### src/rtl/cpmath_pkg.sv
// Shared encodings for the multicycle MIPS-subset core: opcodes, funct codes,
// ALU operations and FSM states, plus the instruction legality/ALU decode helpers.
package cpmath_pkg;

  localparam logic [5:0] OP_RTYPE = 6'h00;
  localparam logic [5:0] OP_J     = 6'h02;
  localparam logic [5:0] OP_BEQ   = 6'h04;
  localparam logic [5:0] OP_ADDI  = 6'h08;
  localparam logic [5:0] OP_LW    = 6'h23;
  localparam logic [5:0] OP_SW    = 6'h2B;

  localparam logic [5:0] FN_ADD = 6'h20;
  localparam logic [5:0] FN_SUB = 6'h22;
  localparam logic [5:0] FN_AND = 6'h24;
  localparam logic [5:0] FN_OR  = 6'h25;
  localparam logic [5:0] FN_SLT = 6'h2A;

  typedef enum logic [2:0] {ALU_ADD, ALU_SUB, ALU_AND, ALU_OR, ALU_SLT} aluOp_e;

  typedef enum logic [2:0] {S_FETCH, S_DECODE, S_EXEC, S_MEM, S_WB, S_HALT} state_e;

  // An R-type with an unsupported funct is as illegal as an unknown opcode.
  function automatic logic legalOp(input logic [5:0] opcode, input logic [5:0] funct);
    logic ok;
    case (opcode)
      OP_RTYPE:                            ok = funct inside {FN_ADD, FN_SUB, FN_AND, FN_OR, FN_SLT};
      OP_J, OP_BEQ, OP_ADDI, OP_LW, OP_SW: ok = 1'b1;
      default:                             ok = 1'b0;
    endcase
    return ok;
  endfunction

  function automatic aluOp_e functAluOp(input logic [5:0] funct);
    aluOp_e op;
    case (funct)
      FN_SUB:  op = ALU_SUB;
      FN_AND:  op = ALU_AND;
      FN_OR:   op = ALU_OR;
      FN_SLT:  op = ALU_SLT;
      default: op = ALU_ADD;
    endcase
    return op;
  endfunction

endpackage

### src/rtl/cpmath_if.sv
// Shared instruction/data memory port: req/ready handshake, held request,
// read data sampled in the ready cycle.
interface cpmath_if #(
  parameter int DATA_W = 32
);
  logic              mem_req;
  logic              mem_we;
  logic [DATA_W-1:0] mem_addr;
  logic [DATA_W-1:0] mem_wdata;
  logic [DATA_W-1:0] mem_rdata;
  logic              mem_ready;

  modport master (output mem_req, mem_we, mem_addr, mem_wdata, input mem_rdata, mem_ready);
  modport slave  (input mem_req, mem_we, mem_addr, mem_wdata, output mem_rdata, mem_ready);
endinterface

### src/rtl/cpmath_regfile.sv
// NREGS x DATA_W register file: two asynchronous read ports, one synchronous
// write port; register 0 is never written so it always reads zero.
module cpmath_regfile
  import cpmath_pkg::*;
#(
  parameter  int DATA_W = 32,
  parameter  int NREGS  = 32,
  localparam int IDX_W  = $clog2(NREGS)
) (
  input  logic              clk,
  input  logic              rst_n,
  input  logic [IDX_W-1:0]  raddrA,
  input  logic [IDX_W-1:0]  raddrB,
  input  logic              we,
  input  logic [IDX_W-1:0]  waddr,
  input  logic [DATA_W-1:0] wdata,
  output logic [DATA_W-1:0] rdataA,
  output logic [DATA_W-1:0] rdataB
);

  logic [DATA_W-1:0] regs [NREGS];

  // NOTE: the array has a reset so every register starts at zero; that forces
  // flops rather than a RAM macro, which is acceptable at this size.
  always_ff @(posedge clk or negedge rst_n) begin
    if (!rst_n) begin
      for (int i = 0; i < NREGS; i++) regs[i] <= '0;
    end else if (we && waddr != '0) begin
      regs[waddr] <= wdata;
    end
  end

  assign rdataA = regs[raddrA];
  assign rdataB = regs[raddrB];

endmodule

### src/rtl/cpmath_mc_core.sv
// Multicycle MIPS-subset core: FETCH/DECODE/EXEC/MEM/WB control driving one
// shared instruction/data memory port that tolerates any number of wait states.
module cpmath_mc_core
  import cpmath_pkg::*;
#(
  parameter int                DATA_W   = 32,
  parameter int                NREGS    = 32,
  parameter logic [DATA_W-1:0] RESET_PC = '0
) (
  input  logic              clk,
  input  logic              rst_n,
  cpmath_if.master          memBus,
  output logic              halt,
  output logic [DATA_W-1:0] pc_dbg,
  output logic              retire
);

  localparam int IDX_W = $clog2(NREGS);

  state_e            state, nextState;
  logic [DATA_W-1:0] pc, regA, regB, aluOut, mdr;
  logic [31:0]       ir;
  logic              memReq, retireNext, accessDone;
  logic [DATA_W-1:0] sextImm, srcB, aluResult, rfA, rfB, rfWdata;
  logic [IDX_W-1:0]  rfWaddr;
  logic [5:0]        opcode, funct;
  aluOp_e            aluOp;
  logic              unusedShamt;

  assign opcode      = ir[31:26];
  assign funct       = ir[5:0];
  assign unusedShamt = ^ir[10:6];
  assign sextImm     = {{(DATA_W-16){ir[15]}}, ir[15:0]};
  assign accessDone  = memReq && memBus.mem_ready;

  assign rfWaddr = (opcode == OP_RTYPE) ? ir[11 +: IDX_W] : ir[16 +: IDX_W];
  assign rfWdata = (opcode == OP_LW) ? mdr : aluOut;

  cpmath_regfile #(.DATA_W(DATA_W), .NREGS(NREGS)) uRegfile (
    .clk    (clk),
    .rst_n  (rst_n),
    .raddrA (ir[21 +: IDX_W]),
    .raddrB (ir[16 +: IDX_W]),
    .we     (state == S_WB),
    .waddr  (rfWaddr),
    .wdata  (rfWdata),
    .rdataA (rfA),
    .rdataB (rfB)
  );

  always_comb begin
    aluOp = (opcode == OP_RTYPE) ? functAluOp(funct) : ALU_ADD;
    srcB  = (opcode == OP_RTYPE) ? regB : sextImm;
    aluResult = regA + srcB;
    case (aluOp)
      ALU_SUB: aluResult = regA - srcB;
      ALU_AND: aluResult = regA & srcB;
      ALU_OR:  aluResult = regA | srcB;
      ALU_SLT: aluResult = DATA_W'($signed(regA) < $signed(srcB));
      default: aluResult = regA + srcB;
    endcase
  end

  // NOTE: sequential state uses non-blocking assignments so every flop samples
  // the values from before the edge, independent of process order.
  always_ff @(posedge clk or negedge rst_n) begin
    if (!rst_n) state <= S_FETCH;
    else        state <= nextState;
  end

  // NOTE: every output of this block gets a default first, so no path can
  // leave a value unassigned and infer a latch.
  always_comb begin
    nextState  = state;
    retireNext = 1'b0;
    case (state)
      S_FETCH:  if (accessDone) nextState = S_DECODE;
      S_DECODE: nextState = legalOp(opcode, funct) ? S_EXEC : S_HALT;
      S_EXEC: begin
        case (opcode)
          OP_BEQ, OP_J: begin
            nextState  = S_FETCH;
            retireNext = 1'b1;
          end
          OP_LW, OP_SW: nextState = (aluResult[1:0] != 2'b00) ? S_HALT : S_MEM;
          default:      nextState = S_WB;
        endcase
      end
      S_MEM: begin
        if (accessDone) begin
          nextState  = (opcode == OP_SW) ? S_FETCH : S_WB;
          retireNext = (opcode == OP_SW);
        end
      end
      S_WB: begin
        nextState  = S_FETCH;
        retireNext = 1'b1;
      end
      default: nextState = S_HALT;
    endcase
  end

  // The request is a flop, so it follows the state the FSM is about to enter.
  always_ff @(posedge clk or negedge rst_n) begin
    if (!rst_n) begin
      pc     <= RESET_PC;
      ir     <= '0;
      regA   <= '0;
      regB   <= '0;
      aluOut <= '0;
      mdr    <= '0;
      memReq <= 1'b0;
      retire <= 1'b0;
    end else begin
      memReq <= (nextState == S_FETCH) || (nextState == S_MEM);
      retire <= retireNext;
      case (state)
        S_FETCH: begin
          if (accessDone) begin
            ir <= memBus.mem_rdata[31:0];
            pc <= pc + DATA_W'(4);
          end
        end
        S_DECODE: begin
          regA   <= rfA;
          regB   <= rfB;
          aluOut <= pc + (sextImm << 2);
        end
        S_EXEC: begin
          aluOut <= aluResult;
          if (opcode == OP_BEQ && regA == regB) pc <= aluOut;
          if (opcode == OP_J) pc <= {pc[DATA_W-1:28], ir[25:0], 2'b00};
        end
        S_MEM: if (accessDone && opcode == OP_LW) mdr <= memBus.mem_rdata;
        default: ;
      endcase
    end
  end

  assign memBus.mem_req   = memReq;
  assign memBus.mem_we    = memReq && (state == S_MEM) && (opcode == OP_SW);
  assign memBus.mem_addr  = (state == S_MEM) ? aluOut : pc;
  assign memBus.mem_wdata = regB;
  assign halt             = (state == S_HALT);
  assign pc_dbg           = pc;

endmodule

### src/flat_wrapper.sv
// flat-port wrapper written by rule: the top's interface ports become plain ports
module cpmath_mc_core_flat import cpmath_pkg::*;
#(
  parameter int                DATA_W   = 32,
  parameter int                NREGS    = 32,
  parameter logic [DATA_W-1:0] RESET_PC = '0
)
  (clk, rst_n, halt, pc_dbg, retire, memBus_mem_req, memBus_mem_we, memBus_mem_addr, memBus_mem_wdata, memBus_mem_rdata, memBus_mem_ready);
  cpmath_if #(.DATA_W(DATA_W)) memBus_i ();
  input  logic clk;
  input  logic rst_n;
  output logic halt;
  output logic [DATA_W-1:0] pc_dbg;
  output logic retire;
  output wire logic [$bits(memBus_i.mem_req)-1:0] memBus_mem_req;
  output wire logic [$bits(memBus_i.mem_we)-1:0] memBus_mem_we;
  output wire logic [$bits(memBus_i.mem_addr)-1:0] memBus_mem_addr;
  output wire logic [$bits(memBus_i.mem_wdata)-1:0] memBus_mem_wdata;
  input wire logic [$bits(memBus_i.mem_rdata)-1:0] memBus_mem_rdata;
  input wire logic [$bits(memBus_i.mem_ready)-1:0] memBus_mem_ready;
  assign memBus_mem_req = memBus_i.mem_req;
  assign memBus_mem_we = memBus_i.mem_we;
  assign memBus_mem_addr = memBus_i.mem_addr;
  assign memBus_mem_wdata = memBus_i.mem_wdata;
  assign memBus_i.mem_rdata = memBus_mem_rdata;
  assign memBus_i.mem_ready = memBus_mem_ready;
  cpmath_mc_core #(.DATA_W(DATA_W), .NREGS(NREGS), .RESET_PC(RESET_PC)) u_core (.clk(clk), .rst_n(rst_n), .memBus(memBus_i), .halt(halt), .pc_dbg(pc_dbg), .retire(retire));
endmodule
### config.mk
export PLATFORM = sky130hd
export DESIGN_NAME = cpmath_mc_core_flat
export DESIGN_NICKNAME = d
export VERILOG_FILES = /design/src/rtl/cpmath_pkg.sv /design/src/rtl/cpmath_if.sv /design/src/rtl/cpmath_regfile.sv /design/src/rtl/cpmath_mc_core.sv /design/src/flat_wrapper.sv
export SDC_FILE = /design/constraint.sdc
export NUM_CORES = 2
export LEC_CHECK = 0
export ABC_CLOCK_PERIOD_IN_PS = 5680
export CAP_MARGIN = 20
export CORE_MARGIN = 2
export CORE_UTILIZATION = 56
export CTS_BUF_LIST = sky130_fd_sc_hd__clkbuf_4 sky130_fd_sc_hd__clkbuf_8 sky130_fd_sc_hd__clkbuf_16
export CTS_CLUSTER_SIZE = 25
export DETAILED_ROUTE_END_ITERATION = 16
export GPL_TIMING_DRIVEN = 1
export PLACE_DENSITY = 0.73
export SLEW_MARGIN = 30
export SYNTH_ARGS = -nofsm -noshare
export SYNTH_HDL_FRONTEND = slang
export SYNTH_HIERARCHICAL = 1
export SYNTH_SLANG_ARGS = --single-unit
### constraint.sdc
create_clock -name clk -period 5.68 [get_ports clk]
set_input_delay 1.704 -clock clk [delete_from_list [all_inputs] [get_ports clk]]
set_output_delay 1.704 -clock clk [all_outputs]
set_load 0.05 [all_outputs]
Word level (Yosys, flattened, before mapping)
Index checks and enable logic that the tools add are counted. Widths: inputs -> output; s select.

Muxes and demuxes: 33. Reduce and logical (&&, ||, !) cells: 23. Magnitude comparators: 5. Add/subtract/negate cells: 4. Bitwise gates (word level): 5. Equal/unequal tests: 25.

Operators with widths (number): $bwmux 1024 (1); $mux 32 (11); $bmux 32 s5 (2); $demux 32 s5 (1); $pmux 32 s2 (2); $pmux 32 s4 (1); $add 32x32->32 (2); $eq 6x6->1 const B (7); $add 32x3->32 const B (1); $and 32x32->32 (1); $eq 32x32->1 (1); $lt 32x32->1 (1); $or 32x32->32 (1); $sub 32x32->32 (1); $ge 6x6->1 const B (3); $mux 3 (6); $not 5->6 (3); $eq 3x2->1 const B (5); $pmux 3 s5 (1); $pmux 3 s4 (1); $reduce_bool 5->1 (2); $eq 3x3->1 const B (3); $logic_and 1x1->1 (7); $eq 3x1->1 const B (2); 21 further kinds (29).

Input port bits: 35. Register bits: 1221.

Longest topological paths before layout
Depth after elaboration: 11. Gate-level depth with buffers: 20. Depth with buffers taken out: 16.

Modules after synthesis
Netlist, hierarchy kept.

By module, submodules not included: cpmath_regfile (seq. area each 25624.6 µm², cells each 4601, area each 55942.4 µm², instances 1); cpmath_mc_core (seq. area each 4929.7 µm², cells each 2052, area each 16218.1 µm², instances 1).

Worst setup path after synthesis
OpenSTA, ideal clock, no wires.

Path kind: register to register. From: reg u_core.ir[26]. To: reg u_core.aluOut[26]. Setup slack: 1.311 ns. Arrival time: 4.245 ns. Cell stages (with the launch flop): 19. Clock period less this slack: 4.369 ns. Path buffers: 3. Required time: 5.556 ns. Setup time: 0.124 ns. Path through: dfrtp_1 nor3_1 and2_1 clkbuf_1 buf_1 nand2_1 nand2_1 inv_1 ha_1 buf_2 or3_1 nand2b_1 or4_4 nand3_2 a311o_2 a221oi_1 a211o_1 a221oi_2 nor2_1.

Longest elaborated chain between the ends: 5. Elaborated cells on any way between the ends: 13. Those cells by class: 2 x add/sub; 4 x eq/ne; 4 x mux; 2 x bitwise; 1 x reduce/logical.

Ends and longest elaborated chain: from (decl) (RTL line cpmath_mc_core.sv:22) `logic [31:0] ir;`; from (signal assigned) (RTL line cpmath_mc_core.sv:120) `ir <= memBus.mem_rdata[31:0];`; $logic_not 6->1 (*) (RTL line cpmath_mc_core.sv:52, cpmath_mc_core.sv:53); $mux 32 / $mux 3 (equally long branches) (RTL line cpmath_mc_core.sv:53, cpmath_mc_core.sv:52); $add 32x32->32, or another cell as far along; $pmux 32 s4 (*) (RTL line cpmath_mc_core.sv:55) `case (aluOp)`; $pmux 32 s2 (*) (RTL line cpmath_mc_core.sv:117) `case (state)`; to (signal assigned) (RTL line cpmath_mc_core.sv:127) `aluOut <= pc + (sextImm << 2);`; to (signal assigned) (RTL line cpmath_mc_core.sv:130) `aluOut <= aluResult;`; to (decl) (RTL line cpmath_mc_core.sv:21) `logic [DATA_W-1:0] pc, regA, regB, aluOut, mdr;`.

Every way passes the cells marked *; elsewhere a longest branch is shown, timed or not. A chain may end at the register's enable or synchronous reset.

Worst setup path after layout
From: reg u_core.state[2]. To: out memBus_mem_addr[25].

Longest elaborated chain between the ends: 2.

Ends and longest elaborated chain: from (decl) (RTL line cpmath_mc_core.sv:20) `state_e state, nextState;`; from (signal assigned) (RTL line cpmath_mc_core.sv:68) `else state <= nextState;`; $eq 3x2->1 (RTL line cpmath_mc_core.sv:142) `assign memBus.mem_addr = (state == S_MEM) ? aluOut : pc;`; $mux 32 (RTL line cpmath_mc_core.sv:142); to (decl) (RTL line flat_wrapper.sv:17) `output wire logic [$bits(memBus_i.mem_addr)-1:0] memBus_mem_addr;`.

No other way between the ends.

==> impl_metrics.env <==
export IMPL_status="finished, final reports clean"
export IMPL_drt_vias_per_instance=6.78
export IMPL_first_pass_iters=6
export IMPL_portBuffers=134
export IMPL_dieHeight_microns=363
export IMPL_dpl_instance_area_sq_um=74500
export IMPL_grt_first_pass_wirelength_microns=361000
export IMPL_pin_count=135
export IMPL_critPathMaxFanout=22
export IMPL_setup_viol=0
export IMPL_power_uw=17900
export IMPL_cp_data_arrival_time_ps=3470
export IMPL_tightest_slew_ps=1150
export IMPL_multi_input_area_sq_um=38300
export IMPL_ys_ff_latch=1221
export IMPL_wl_per_cell_microns=29.7
export IMPL_worst_r2r_path_depth=16
export IMPL_most_common_layout_cells="dfrtp_1, mux2_2, mux2i_1, nand2_1, a21oi_1"
export IMPL_cp_startpoint="u_core/state[2]"
export IMPL_synth_fp_nets=6818
export IMPL_gr_usage_all_layers=0.367
export IMPL_vias=56000
export IMPL_whs_endpoint="u_core/uRegfile/regs[1006]"
export IMPL_regToRegStartpoint="u_core/ir[29]"
export IMPL_antenna_found_initial=5
export IMPL_met1Wirelength_microns=101000
export IMPL_powerDensity_nw_per_um2=226
export IMPL_leakage_uw=0.0348
export IMPL_critPathLaunchType="flip-flop"
export IMPL_htree_levels=4
export IMPL_synth_edf_count=0
export IMPL_regToRegEndpoint="u_core/aluOut[27]"
export IMPL_register_area_sq_um=30600
export IMPL_cp_end_kind="output port"
export IMPL_dr_max_layer_used="met5"
export IMPL_cts_setup_buffers=0
export IMPL_r2r_setup_slack_ps=840
export IMPL_setup_tns_final_ps=0
export IMPL_clkSinkCount=1221
export IMPL_ys_seq_area_frac=0.423
export IMPL_crit_required_ps=3980
export IMPL_pwr_share_seq=0.486
export IMPL_drc=0
export IMPL_syn_mean_instance_area_sq_um=10.8
export IMPL_cts_tree="done"
export IMPL_postSynthCellCount=6653
export IMPL_period_share=0.911
export IMPL_clkPwrFrac=0.500
export IMPL_synth_yosys_warnings=6
export IMPL_switchingPower_uw=3910
export IMPL_grt_pass1_vias=55000
export IMPL_route_met2_wl_microns=109000
export IMPL_hold_viol=0
export IMPL_die_x_microns=363
export IMPL_core_area_sq_um=128000
export IMPL_utilization=0.619
export IMPL_wl_met3_microns=22900
export IMPL_postCtsHoldBufs=0
export IMPL_gp_congestion=0.970
export IMPL_initial_utilization=0.565
export IMPL_period_needed_ps=5180
export IMPL_final_area_sq_um=79100
export IMPL_cts_made_buffers=136
export IMPL_pwr_share_comb=0.013
export IMPL_fin_nets=6658
export IMPL_rsz0062_at_grt="false"
export IMPL_die_area_sq_um=132000
export IMPL_finalWirelength_microns=246000
export IMPL_holdPathStages=0
export IMPL_cts_repair_resized=0
export IMPL_min_path_type="reg -> reg"
export IMPL_synth_area_sq_um=72200
export IMPL_synth_cell_type_count=90
export IMPL_synth_ff_type="dfrtp_1"
export IMPL_fill_cells=10200
export IMPL_synth_top_cell_area_share=0.423
export IMPL_drtAntennaViolNets=0
export IMPL_p_int_uw=14000
export IMPL_skew_ps=30.5
export IMPL_grt_max_degree=111
export IMPL_yosys_top_cells_area="dfrtp_1, mux2_2, mux2i_1, nand2_1, a21oi_1"
export IMPL_critical_path_class="reg -> out"
export IMPL_num_rows=131
export IMPL_async_flop_share=1.00
export IMPL_cap_violations=0
export IMPL_path_clk_slew_ps=60
export IMPL_grt_overflow_total=0
export IMPL_relSlewSlack=0.234
export IMPL_yosysTopAreaCell="dfrtp_1"
export IMPL_first_iter_violations=6839
export IMPL_cts_max_path_buffers=3
export IMPL_clk_root_buffer_cell="clkbuf_16"
export IMPL_switching_share=0.219
export IMPL_fmax_mhz=193
export IMPL_maxSlewViolCount=0
export IMPL_dp_hpwl_microns=154000
export IMPL_syn_to_final_growth_pct=9.57
export IMPL_mostFrequentLayoutCell="dfrtp_1"
export IMPL_clk_latency_ps=800
export IMPL_layout_drive_gt1_share=0.232
export IMPL_ir_drop_uv=194
export IMPL_min_from="u_core/uRegfile/regs[1006]"
[kinds of logic after synthesis]
family,after synthesis,synth area share
xor+xnor,59,0.00716
buf+inv,704,0.0476
fa+ha+maj,130,0.0229
flops,1221,0.423
mux,2121,0.313
compound gates,1172,0.107
simple gates,1246,0.0783
[cell type report]
| cell class | instances | area share |
|---|---|---|
| clock buffer | 196 | 0.0510 |
| antenna | 6 | 0.000190 |
| inverter | 113 | 0.00536 |
| multi-input combinational | 4728 | 0.485 |
| clock inverter | 38 | 0.00611 |
| tap | 1662 | 0.0263 |
| timing repair buffer | 293 | 0.0395 |
| sequential | 1221 | 0.387 |
[critical path, stage by stage (launching register included)]
cell and delay (ps):
dfrtp_1 460, nor2b_1 290, and2_1 590, buf_4 360
nand2_1 80, o21ai_0 90, clkdlybuf4s50_1 820
[worst max path at each step]
stage | end | slack, ps | cells after the start
floorplan | u_core/aluOut[26] | 1310 | 18
global placement | u_core/aluOut[27] | 1060 | 16
detailed placement | u_core/aluOut[27] | 950 | 16
CTS | memBus_mem_addr[25] | 510 | 6
global route | memBus_mem_addr[24] | 300 | 6
finish | memBus_mem_addr[25] | 500 | 6
[through the flow]
step                      instances  hold slack (ps)  setup WS, ps
final                          8257              399           504
after floorplan                6653              449          1310
after CTS                      8251              400           514
after global placement         8015              385          1060
after global routing           8251              405           298
after detailed placement       8017              388           947
[state kept, by name (all words and copies together) (netlist names)]
signal                   flops
u_core/state                 3
u_core/ir                   32
u_core/pc_dbg               32
u_core/regA                 32
u_core/memBus.mem_wdata     32
u_core/uRegfile/regs      1024
u_core/memBus.mem_req        1
u_core/mdr                  32
u_core/aluOut               32
u_core/retire                1
[per-layer routing]
metal	global-route usage	vias to the layer above
met5	0	-
met3	0.0839	662
met2	0.560	3009
met4	0.174	4
met1	0.496	28400
li1	-	23900
[synthesized netlist by cell type (18+ instances only)]
cell	instances
clkbuf_1	309
ha_1	127
o211ai_1	35
a21o_1	47
o31ai_1	18
buf_2	125
mux2i_1	1031
inv_1	113
buf_4	69
a21oi_1	344
dfrtp_1	1221
xnor2_1	21
a22o_1	137
o21ai_0	146
a31oi_1	96
buf_1	37
o21bai_1	19
mux2_2	1038
o22ai_1	22
a211oi_1	18
mux2_1	52
nor3_1	90
nand2_1	662
buf_6	50
a22oi_1	192
nor2_1	95
xor2_1	38
nand3_1	244
[power groups by stage]
stage / Sequential (uW) / Clock (uW) / Combinational, uW
after floorplan: 8860 / 0 / 0.474
after global placement: 8860 / 0 / 244
after detailed placement: 8860 / 0 / 247
after CTS: 8700 / 9060 / 247
after global routing: 8690 / 9400 / 273
final: 8700 / 8950 / 237
Note: power is estimated with default switching activity, not from simulation.
